$ cat config.mk
export PLATFORM = sky130hd
export DESIGN_NAME = sort_pkt_arbiter
export DESIGN_NICKNAME = d
export VERILOG_FILES = /design/src/rtl/sort_pkt_arbiter.sv
export SDC_FILE = /design/constraint.sdc
export NUM_CORES = 1
export LEC_CHECK = 0
export CAP_MARGIN = 20
export CORE_AREA = 8 8 68 93
export CTS_BUF_LIST = sky130_fd_sc_hd__clkbuf_4 sky130_fd_sc_hd__clkbuf_8
export DETAILED_ROUTE_END_ITERATION = 10
export DIE_AREA = 0 0 76 101
export GPL_TIMING_DRIVEN = 0
export MAX_ROUTING_LAYER = met4
export PLACE_DENSITY = 0.78
export SLEW_MARGIN = 30
export SYNTH_ARGS = -nofsm -noshare
export SYNTH_HDL_FRONTEND = slang
export SYNTH_SLANG_ARGS = --single-unit
$ cat constraint.sdc
create_clock -name clk_i -period 2.75 [get_ports clk_i]
set_clock_uncertainty 0.2 [all_clocks]
set_input_delay 0.55 -clock clk_i [delete_from_list [all_inputs] [get_ports clk_i]]
set_output_delay 0.55 -clock clk_i [all_outputs]
set_load 0.01 [all_outputs]
$ cat src/rtl/sort_pkt_arbiter.sv
// sort_pkt_arbiter: round-robin whole-packet arbiter in front of a shared
// sort engine; a tag FIFO steers each sorted result back to its owner.
module sort_pkt_arbiter #(
    parameter int N_PORTS   = 4,
    parameter int DWIDTH    = 8,
    parameter int TAG_DEPTH = 4
) (
    input  logic                      clk_i,
    input  logic                      arst_i,
    input  logic [N_PORTS*DWIDTH-1:0] req_data_i,
    input  logic [N_PORTS-1:0]        req_startofpacket_i,
    input  logic [N_PORTS-1:0]        req_endofpacket_i,
    input  logic [N_PORTS-1:0]        req_valid_i,
    output logic [N_PORTS-1:0]        req_ready_o,
    output logic [DWIDTH-1:0]         eng_data_o,
    output logic                      eng_startofpacket_o,
    output logic                      eng_endofpacket_o,
    output logic                      eng_valid_o,
    input  logic                      eng_ready_i,
    input  logic [DWIDTH-1:0]         eng_data_i,
    input  logic                      eng_startofpacket_i,
    input  logic                      eng_endofpacket_i,
    input  logic                      eng_valid_i,
    output logic                      eng_ready_o,
    output logic [DWIDTH-1:0]         res_data_o,
    output logic                      res_startofpacket_o,
    output logic                      res_endofpacket_o,
    output logic [N_PORTS-1:0]        res_valid_o,
    input  logic [N_PORTS-1:0]        res_ready_i,
    output logic                      proto_err_o
);

    localparam int PW = (N_PORTS > 1) ? $clog2(N_PORTS) : 1;
    localparam int AW = (TAG_DEPTH > 1) ? $clog2(TAG_DEPTH) : 1;
    localparam int CW = AW + 1;

    typedef enum logic {
        IDLE,
        BUSY
    } state_t;

    state_t             state;
    logic [PW-1:0]      rr_ptr;
    logic [PW-1:0]      grant;
    logic [PW-1:0]      grant_nxt;
    logic [PW-1:0]      pick;
    logic [PW-1:0]      drop_port;
    logic               pick_ok;
    logic               drop_ok;
    logic               cand_any;
    logic               drop_fire;
    logic               sink_last;
    logic [N_PORTS-1:0] cand;
    logic [N_PORTS-1:0] stray;
    int                 j;

    logic [PW-1:0]      tag_mem [TAG_DEPTH];
    logic [AW-1:0]      wr_ptr;
    logic [AW-1:0]      rd_ptr;
    logic [CW-1:0]      count;
    logic [PW-1:0]      head;
    logic               tag_full;
    logic               tag_empty;
    logic               push;
    logic               pop;

    assign tag_full  = (count == CW'(TAG_DEPTH));
    assign tag_empty = (count == '0);
    assign head      = tag_mem[rd_ptr];
    assign grant_nxt = (grant == PW'(N_PORTS - 1)) ? '0 : grant + 1'b1;
    assign push      = (state == IDLE) && pick_ok && !tag_full;

    // Scan from the RR pointer for the first sop candidate and first stray beat.
    always_comb begin
        cand      = req_valid_i & req_startofpacket_i;
        stray     = req_valid_i & ~req_startofpacket_i;
        cand_any  = |cand;
        pick      = rr_ptr;
        pick_ok   = 1'b0;
        drop_port = rr_ptr;
        drop_ok   = 1'b0;
        j         = 0;
        for (int i = N_PORTS - 1; i >= 0; i--) begin
            j = int'(rr_ptr) + i;
            if (j >= N_PORTS) j = j - N_PORTS;
            if (cand[j]) begin
                pick    = PW'(j);
                pick_ok = 1'b1;
            end
            if (stray[j]) begin
                drop_port = PW'(j);
                drop_ok   = 1'b1;
            end
        end
    end

    // Sink side: forward the granted port, or swallow one stray beat when idle.
    always_comb begin
        req_ready_o         = '0;
        eng_data_o          = req_data_i[grant*DWIDTH +: DWIDTH];
        eng_startofpacket_o = req_startofpacket_i[grant];
        eng_endofpacket_o   = req_endofpacket_i[grant];
        eng_valid_o         = 1'b0;
        drop_fire           = 1'b0;
        sink_last           = 1'b0;
        if (state == BUSY) begin
            eng_valid_o        = req_valid_i[grant];
            req_ready_o[grant] = eng_ready_i;
            sink_last          = req_valid_i[grant] && eng_ready_i &&
                                 req_endofpacket_i[grant];
        end else if (!cand_any && drop_ok && !arst_i) begin
            req_ready_o[drop_port] = 1'b1;
            drop_fire              = 1'b1;
        end
    end

    // Return side: steer engine output to the port at the tag FIFO head.
    always_comb begin
        res_data_o          = eng_data_i;
        res_startofpacket_o = eng_startofpacket_i;
        res_endofpacket_o   = eng_endofpacket_i;
        res_valid_o         = '0;
        eng_ready_o         = 1'b0;
        pop                 = 1'b0;
        if (!tag_empty) begin
            res_valid_o = {{(N_PORTS-1){1'b0}}, eng_valid_i} << head;
            eng_ready_o = res_ready_i[head];
            pop         = eng_valid_i && res_ready_i[head] && eng_endofpacket_i;
        end
    end

    // Arbitration FSM: grant a whole packet, advance the pointer on its eop.
    always_ff @(posedge clk_i or posedge arst_i) begin
        if (arst_i) begin
            state       <= IDLE;
            rr_ptr      <= '0;
            grant       <= '0;
            proto_err_o <= 1'b0;
        end else begin
            proto_err_o <= drop_fire;
            unique case (state)
                IDLE: begin
                    if (pick_ok && !tag_full) begin
                        grant <= pick;
                        state <= BUSY;
                    end
                end
                BUSY: begin
                    if (sink_last) begin
                        rr_ptr <= grant_nxt;
                        state  <= IDLE;
                    end
                end
            endcase
        end
    end

    // Tag FIFO pointers and occupancy; simultaneous push and pop keep count.
    always_ff @(posedge clk_i or posedge arst_i) begin
        if (arst_i) begin
            wr_ptr <= '0;
            rd_ptr <= '0;
            count  <= '0;
        end else begin
            if (push) begin
                wr_ptr <= (wr_ptr == AW'(TAG_DEPTH - 1)) ? '0 : wr_ptr + 1'b1;
            end
            if (pop) begin
                rd_ptr <= (rd_ptr == AW'(TAG_DEPTH - 1)) ? '0 : rd_ptr + 1'b1;
            end
            if (push && !pop) begin
                count <= count + 1'b1;
            end else if (pop && !push) begin
                count <= count - 1'b1;
            end
        end
    end

    // Tag storage; contents are only read while the FIFO is non-empty.
    always_ff @(posedge clk_i) begin
        if (push) begin
            tag_mem[wr_ptr] <= pick;
        end
    end

endmodule

==> flow_summary.yaml <==
run_status:
  status: "finished with violations"
  violations: "setup timing"
setup_path:
  r2r_cells: 9
  cp-start-kind: "input port"
  critPathKind: "in2reg"
  worstPathRequired_ns: 2.75
  r2r_slack_ns: -0.05
  crit_slowest_cell: "fa_2"
  r2r-end: "count[1]"
  worstPathCellList: "dlygate4sd2_1, nand2_2, and4_1, a211oi_2, clkbuf_4, ha_4, inv_4, fa_2, xor2_1, nor2_1, xor2_1"
  endpoint_kind: "register"
  worst_ep_arrival_time_ns: 2.79
  cp_max_fo: 10
  slowest_delay_ns: 0.37
  crit_top_cell: "xor2_1"
  r2r_start: "rd_ptr[0]"
clock_tree:
  clock-sinks: 21
  clockBufferDepth: 2
  postCtsHoldBufs: 0
  insertion_delay_ns: 0.27
  cts_tree: "done"
  clkTransAtPathRegs_ns: 0.08
  numCtsBuffers: 3
  htreeDepth: 1
  ctsRootBufferMaster: "clkbuf_8"
timing:
  slew_headroom: 0.5497
  setup_violations: 2
  finalCriticalPeriod_ns: 2.796
  holdWs_ns: 0.3323
  slew_violations: 0
  fin_ws_ns: -0.04595
  fin_crit_sh: 1.017
  tightest_slew_ns: 0.6755
  fmax_mhz: 357.7
  rsz0062_at_grt: "true"
  finalHoldViolCount: 0
global_routing:
  grt_use_met3: 0.05179
  use_met1: 0.1300
  top_usage_layer: "met2"
  grt_overflow: 0
  grt_max_degree: 14
  grt_pass1_wl_um: 7838
  grt_pass1_vias: 1760
  antenna_found_initial: 0
  grt_usage: 0.1273
  gr-usage-met2: 0.2196
yosys:
  ys_warn_count: 0
  synth_cell_types: 42
  ys_ff_latch: 21
  synth_area_mm2: 0.001698
  synth.net_count: 229
  syn_avg_cell_area_um2: 10.88
  synth_cells: 156
  ys_seq_area_frac: 0.3331
power:
  power_leakage_nw: 1.184
  vdd_drop_max_mv: 0.2738
  powerDensity_mw_per_mm2: 768.0
floorplanning:
  die_h_um: 101
  ios: 93
  num_rows: 31
  fp.coreArea_mm2: 0.005004
  fp.dieW_um: 76
  start_util: 0.3393
  die_area_mm2: 0.007676
route:
  first_iter_violations: 31
  drt_wl_total_um: 4841
  firstDrtPassIters: 4
  vias_per_cell: 5.066
  drt-wirelength-per-cell_um: 15.22
  detail-route-antenna-nets: 0
  num_vias: 1611
  drc: 0
min_path:
  worstHoldEndpoint: "count[2]"
  hp-start: "count[2]"
  min_path_type: "reg2reg"
  hold_depth: 1
place:
  hpwl_um: 3890
  place_area_mm2: 0.002611
  place_congestion: 0.8942
  io_buffers: 83
final_layout:
  nNetsFinal: 326
  final_common_cell: "clkdlybuf4s50_1"
  layout_common_cells: "clkdlybuf4s50_1 (60), buf_4 (20), mux4_2 (13)"
  final_area_mm2: 0.002763
  drive_above_1_share: 0.2897
  syn_to_final_growth_pct: 62.71
  n_antenna_cell: 0
job:
  maxCapViolations: 0
-- final cells by class --
cell class / count / area (µm²)
buffer: 16 / 117.6
sequential: 21 / 568.0
tap: 66 / 82.58
fill: 436 / 2241
multi-input combinational: 110 / 1080
clock buffer: 4 / 48.80
timing repair buffer: 92 / 829.5
inverter: 9 / 36.28
-- critical path: cells and delay by family --
family / cells / cell delay, ns
and+or+nand+nor: 3 / 0.49
AOI/OAI and AO/OA: 1 / 0.29
xor gates and xnor gates: 2 / 0.30
buffers and inverters: 3 / 0.62
adders and majority gates: 2 / 0.54
-- through the flow --
stage / std cells / setup slack (ns) / utilization / total power, mW / setup TNS, ns
floorplan: 156 / 0.01078 / - / 1.341 / 0
global placement: 305 / -0.7744 / 0.5219 / 1.821 / -5.843
detailed placement: 305 / -0.8281 / 0.5219 / 1.845 / -6.288
CTS: 314 / -0.04158 / 0.5521 / 2.125 / -0.1023
global route: 318 / -0.1552 / 0.5521 / 2.299 / -0.3812
finish: 318 / -0.04595 / 0.5521 / 2.122 / -0.09104
-- report_power, final --
| part | switching, mW | internal (mW) | leakage (nW) |
|---|---|---|---|
| clock network | 0.0984 | 0.113 | 0.0262 |
| registers | 0.122 | 0.452 | 0.229 |
| logic | 0.594 | 0.742 | 0.929 |
| total | 0.814 | 1.31 | 1.18 |
-- cell usage after synthesis, drive strengths merged --
cell type | instances | share of area
nor3b | 1 | 0.0044
a31o | 1 | 0.0052
o21ai | 7 | 0.021
dfrtp | 13 | 0.19
nand4 | 1 | 0.0037
a21oi | 2 | 0.0059
a222oi | 2 | 0.012
and2b | 1 | 0.0044
o31ai | 1 | 0.0044
nand2 | 12 | 0.027
and3b | 1 | 0.0052
nor3 | 2 | 0.0059
o2bb2ai | 2 | 0.010
a32o | 2 | 0.012
o21a | 1 | 0.0044
nand3 | 4 | 0.015
nand2b | 5 | 0.018
mux4 | 13 | 0.17
and3 | 1 | 0.0037
nor2 | 11 | 0.024
xor2 | 2 | 0.010
fa | 1 | 0.012
and4 | 1 | 0.0052
inv | 9 | 0.020
edfxtp | 8 | 0.14
nor2b | 3 | 0.011
buf | 12 | 0.050
mux2i | 3 | 0.018
clkbuf | 4 | 0.0088
a211oi | 1 | 0.0044
xnor2 | 1 | 0.0052
a311oi | 2 | 0.010
o22ai | 2 | 0.0074
a21o | 2 | 0.0088
and2 | 6 | 0.022
ha | 10 | 0.074
mux2 | 6 | 0.040
-- flip-flops by register name (all words and copies together), names as in the netlist --
signal       count
count            3
grant            2
proto_err_o      1
rd_ptr           2
rr_ptr           2
state            1
tag_mem          8
wr_ptr           2
-- repair_timing --
item	CTS	global route
gates resized for setup	69	16
gates cloned	0	0
endpoints found under the setup margin	20	8
pin swaps	3	8
buffers inserted	5	4
-- how the worst max path moves through the flow --
stage / startpoint / end / cells past startpoint
floorplan: req_startofpacket_i[2] / count[2] / 10
global placement: req_startofpacket_i[3] / count[2] / 11
detailed placement: req_startofpacket_i[3] / count[2] / 11
CTS: rd_ptr[0] / count[1] / 9
global route: rd_ptr[0] / count[1] / 9
finish: req_valid_i[2] / count[2] / 11
-- layer usage --
| metal | vias to the layer above | wire length, µm |
|---|---|---|
| met5 | - | 0 |
| met2 | 96 | 2397 |
| met4 | 0 | 67 |
| met1 | 748 | 1905 |
| li1 | 760 | - |
| met3 | 7 | 470 |
-- logic make-up after synthesis --
group                      Yosys count  synth area share
and+or+nand+nor                     49            0.1496
AOI/OAI and AO/OA                   25            0.1054
buffers and inverters               25           0.07885
muxes                               22            0.2321
DFF                                 21            0.3331
adders and majority gates           11           0.08548
xor gates and xnor gates             3           0.01548
No activity file was read; power rests on OpenSTA's default activity.
==> RTL edit 1: new RTL, config.mk and constraints unchanged <==
Set the parameter `N_PORTS` to 2 (it was 4).
--- a/src/rtl/sort_pkt_arbiter.sv
+++ b/src/rtl/sort_pkt_arbiter.sv
@@ -2,5 +2,5 @@
 // sort engine; a tag FIFO steers each sorted result back to its owner.
 module sort_pkt_arbiter #(
-    parameter int N_PORTS   = 4,
+    parameter int N_PORTS   = 2,
     parameter int DWIDTH    = 8,
     parameter int TAG_DEPTH = 4
Ports: changed (7 resized); port bits go from 93 to 65. The function was not compared with the original's and may differ.
==> RTL edit 1 against the original RTL <==
  * Via count fell by 37%
  * Sequential cell count fell by 6
  * Utilization fell by 19 points
  * Setup slack improved by 0.12 ns
  * Sequential share of layout area rose by 1.4 points
  * Combinational power fell by 42%
  * Design area fell by 35%
  * Global-route usage fell by 5.0 points
  * Power fell by 35%
  * Routed wire length fell by 40%
  * Synthesized area fell by 36%
  * Synthesized cell count fell by 31%
  * Critical path type is now reg -> reg
  * Largest cell class is now non-clock buffers
  * Highest routed layer unchanged
==> RTL edit 1: results (changes against the original RTL) <==
stage,metric,value,unit,change
setup_path,Worst setup SP type,flip-flop,,
synthesis,Mapped Cells,107,,-31%
synthesis,ranking of synthesized cells by area,"dfrtp_1 (25%), mux2_2 (14%), edfxtp_1 (11%), buf_4 (6.9%), ha_1 (6.9%)",,
clocking,"Clk Latency, worst-skew pair",0.25,ns,-0.02 ns
placed_design,placed cells,227,,-26%
finish,Largest regs,"tag_mem x4, count x3",,
global_routing,Tot GR Track Use,0.0772,,-0.0501
placed_design,Post-Place Setup Slack,-0.395,ns,+0.433 ns
drt,1st-iter DRT viols,22,,-29%
status,status,"complete, no violations",,
global_routing,global-route wire length before repair,4760,um,-39%
synthesis,Yosys cell types,29,,-31%
setup_path,CP max FO,2,,-8
power,Lkg Pwr,0.783,nW,-34%
worst_hold_path,hold crit path type,in -> async,,
power,peak supply drop,0.000416,V,+52%
finish,ratio of cells with drive above 1 in the final layout,0.246,,-0.0442
drt,drt via density,4.35,,-14%
sta,Slew headroom,0.710,,+0.161
synthesis,Synth top cells by count,"mux2_2 (13), dfrtp_1 (11), buf_4 (10), nor2_1 (8)",,
drt,final wirelength,2920,um,-40%
synthesis,number of synthesized flops with an enable pin,4,,-4
setup_path,CP arrival,2.62,ns,-0.17 ns
sta,fin crit period,2.68,ns,-0.116 ns
global_routing,largest net degree at the start of global routing,12,,-2
setup_path,"slowest stage delay, CP",0.58,ns,+0.21 ns
drt,Pre-antenna DRT Iters,3,,-1
drt,routed vias,1014,,-37%
synthesis,ys async rst share,0.733,,+0.114
setup_path,family with the most delay on the worst path,multiplexers,,
setup_path,Reg2Reg Setup Slack,0.07,ns,+0.12 ns
sta,Hold Slack,0.177,ns,-0.155 ns
placed_design,Final HPWL DP,2340,um,-40%
setup_path,WS Path Type,reg -> reg,,
synthesis,sequential fraction of the synthesis area,0.365,,+0.0322
clocking,Clock Pin Slew Worst Setup and Hold Paths,0.06,ns,-0.02 ns
[RTL edit 1: cell types whose count changed in the layout (fill, tap and decap cells not counted), moves of 5 or more]
cell,before,now
mux4_2,13,1
dlygate4sd2_1,11,4
clkbuf_2,5,0
and2_1,6,0
clkdlybuf4s50_1,60,48
buf_4,20,14
buf_2,7,1
mux2_2,2,13
[RTL edit 1: layer usage]
metal	routed length (um)	part of all wire	GRT usage	vias to the layer above
met2	1430	0.49	0.130	55
li1	-	-	-	480
met1	1140	0.39	0.0748	475
met5	0	0	-	-
met3	298	0.10	0.0348	4
met4	53	0.018	0.0364	0
[RTL edit 1: report_power, final]
part | total, mW | switching [mW] | internal [mW]
combinational | 0.780 | 0.327 | 0.452
clock | 0.192 | 0.0791 | 0.113
sequential | 0.416 | 0.0916 | 0.325
total | 1.39 | 0.498 | 0.889
[RTL edit 1: final cells by class]
class	count	area, um2
inverters	7	26.3
repair buffers	58	571
multi-input cells	70	592
flip-flops and latches	15	397
clock buffers	4	48.8
fillers	515	3200
well taps	66	82.6
plain buffers	13	87.6
[RTL edit 1: through the flow]
step | TNS (ns) | utilization | instance area, um2
after floorplan | 0 | - | 1080
after global placement | -0.802 | 0.341 | 1710
after detailed placement | -0.984 | 0.341 | 1710
after CTS | 0 | 0.353 | 1760
after global routing | -0.0541 | 0.361 | 1800
final | 0 | 0.361 | 1800
[RTL edit 1: kinds of logic after synthesis]
| family | synth area share |
|---|---|
| fa+ha+maj | 0.0879 |
| simple gates | 0.140 |
| xor+xnor | 0.0243 |
| compound gates | 0.0671 |
| flops | 0.365 |
| mux | 0.205 |
| buf+inv | 0.111 |
[RTL edit 1: what timing repair did]
item	CTS	global route
resized for setup	6	10
buffers inserted	2	2
pin swaps	1	1
endpoints found under the setup margin	11	9
==> RTL edit 2: new RTL, same flow settings <==
Without the edit above. The output `proto_err_o` loses its register stage (`proto_err_o` becomes a continuous assignment).
--- a/src/rtl/sort_pkt_arbiter.sv
+++ b/src/rtl/sort_pkt_arbiter.sv
@@ -136,7 +136,5 @@
             rr_ptr      <= '0;
             grant       <= '0;
-            proto_err_o <= 1'b0;
         end else begin
-            proto_err_o <= drop_fire;
             unique case (state)
                 IDLE: begin
@@ -155,4 +153,6 @@
         end
     end
+
+    assign proto_err_o = drop_fire;
 
     // Tag FIFO pointers and occupancy; simultaneous push and pop keep count.
Function: changed (a bounded check fails within 4 cycles, from zero or initial values and one cycle with arst_i high).
==> RTL edit 2 against the original RTL <==
  * Sequential cell count is 1 lower
  * Utilization is 0.23 points lower
  * Sequential share of layout area is 0.83 points lower
  * Power is 1.7% higher
  * Routed wire length is 3.3% higher
  * Design area is 0.41% lower
  * Setup slack better by 0.095 ns
  * Critical path depth is 8 lower
  * Synthesized area is 1.6% lower
  * Critical path type is now in -> out
  * Critical endpoint is now eng_data_o[3]
==> RTL edit 2: results (changes against the original RTL) <==
stage,metric,value,unit,change
synthesis,sequential fraction of the synthesis area,0.324,,-0.00949
drt,routed vias,1652,,+2.5%
drt,final wirelength,5000,um,+3.3%
power,peak supply drop,0.000352,V,+29%
finish,ratio of cells with drive above 1 in the final layout,0.324,,+0.0345
global_routing,vias in the first global route,1824,,+3.6%
synthesis,ys async rst share,0.600,,-0.0190
placed_design,placed cells,307,,+0.66%
setup_path,"slowest stage delay, CP",0.50,ns,+0.13 ns
setup_path,CP max FO,1,,-9
synthesis,Synth top cells by count,"mux4_2 (13), dfrtp_1 (12), nor2_1 (12), nand2_1 (11)",,
placed_design,Placed Area,2580,um2,-1.1%
placed_design,Final HPWL DP,4120,um,+5.9%
setup_path,CP max stage cell,clkdlybuf4s50_1,,
finish,nets,330,,+1.2%
global_routing,Tot GR Track Use,0.133,,+0.00539
placed_design,Final GP Congestion,0.834,,-6.7%
sta,final clock period utilization by the worst path,0.982,,-0.0344
drt,routed len/inst,15.5,um,+2.0%
synthesis,"Avg Cell Area, Syn",10.6,um2,-2.9%
power,Lkg Pwr,1.20,nW,+1.0%
placed_design,Post-Place Setup Slack,-0.882,ns,-0.0541 ns
synthesis,syn_nets,231,,+0.87%
sta,final setup fails,0,,-2
synthesis,ranking of synthesized cells by area,"dfrtp_1 (18%), mux4_2 (18%), edfxtp_1 (14%), ha_1 (7.5%), buf_4 (4.5%)",,
setup_path,Reg2Reg Setup Slack,0.05,ns,+0.09 ns
setup_path,CP arrival,1.95,ns,-0.84 ns
sta,Slew headroom,0.624,,+0.0739
synthesis,Yosys cell types,42,,unchanged
status,status,"complete, no violations",,
drt,1st-iter DRT viols,48,,+55%
setup_path,cell depth of the worst flop-to-flop path,8,,-1
global_routing,largest net degree at the start of global routing,13,,-1
## RTL edit 2: area by class of cell
type / instances / area [um2]
well taps: 66 / 82.6
multi-input cells: 114 / 1090
clock buffers: 4 / 48.8
fillers: 453 / 2250
plain buffers: 15 / 106
inverters: 7 / 26.3
flip-flops and latches: 20 / 543
repair buffers: 96 / 852
## RTL edit 2: logic make-up after synthesis
family | count (synthesis) | share of synthesized area
buf+inv | 24 | 0.0779
mux | 22 | 0.234
simple gates | 54 | 0.163
compound gates | 24 | 0.0989
xor+xnor | 3 | 0.0157
fa+ha+maj | 11 | 0.0869
flops | 20 | 0.324
## RTL edit 2: power breakdown
part / switching [mW] / internal, mW
Combinational: 0.627 / 0.766
Sequential: 0.122 / 0.437
Clock: 0.0932 / 0.113
Total: 0.842 / 1.32
## RTL edit 2: worst min path at each step
stage                         startpoint              endpoint  slack, ns  cells after the start
floorplan                         arst_i  count[0]$_DFFE_PP0P_       0.21                      1
global placement    count[2]$_DFFE_PP0P_  count[2]$_DFFE_PP0P_       0.28                      1
detailed placement  count[2]$_DFFE_PP0P_  count[2]$_DFFE_PP0P_       0.31                      1
CTS                 count[2]$_DFFE_PP0P_  count[2]$_DFFE_PP0P_       0.32                      1
global route        count[2]$_DFFE_PP0P_  count[2]$_DFFE_PP0P_       0.35                      1
finish              count[2]$_DFFE_PP0P_  count[2]$_DFFE_PP0P_       0.34                      1
## RTL edit 2: what timing repair did
item,4_1_cts,5_1_grt
gates resized for setup,57,32
endpoints found under the setup margin,22,8
buffers inserted,7,6
pin swaps,4,7
## RTL edit 2: metal layers
layer  track usage  vias up  part of all wire
li1              -      769                 -
met1         0.137      767              0.40
met4        0.0455        0             0.014
met2         0.242      110              0.51
met5             -        -                 0
met3        0.0295        6             0.081
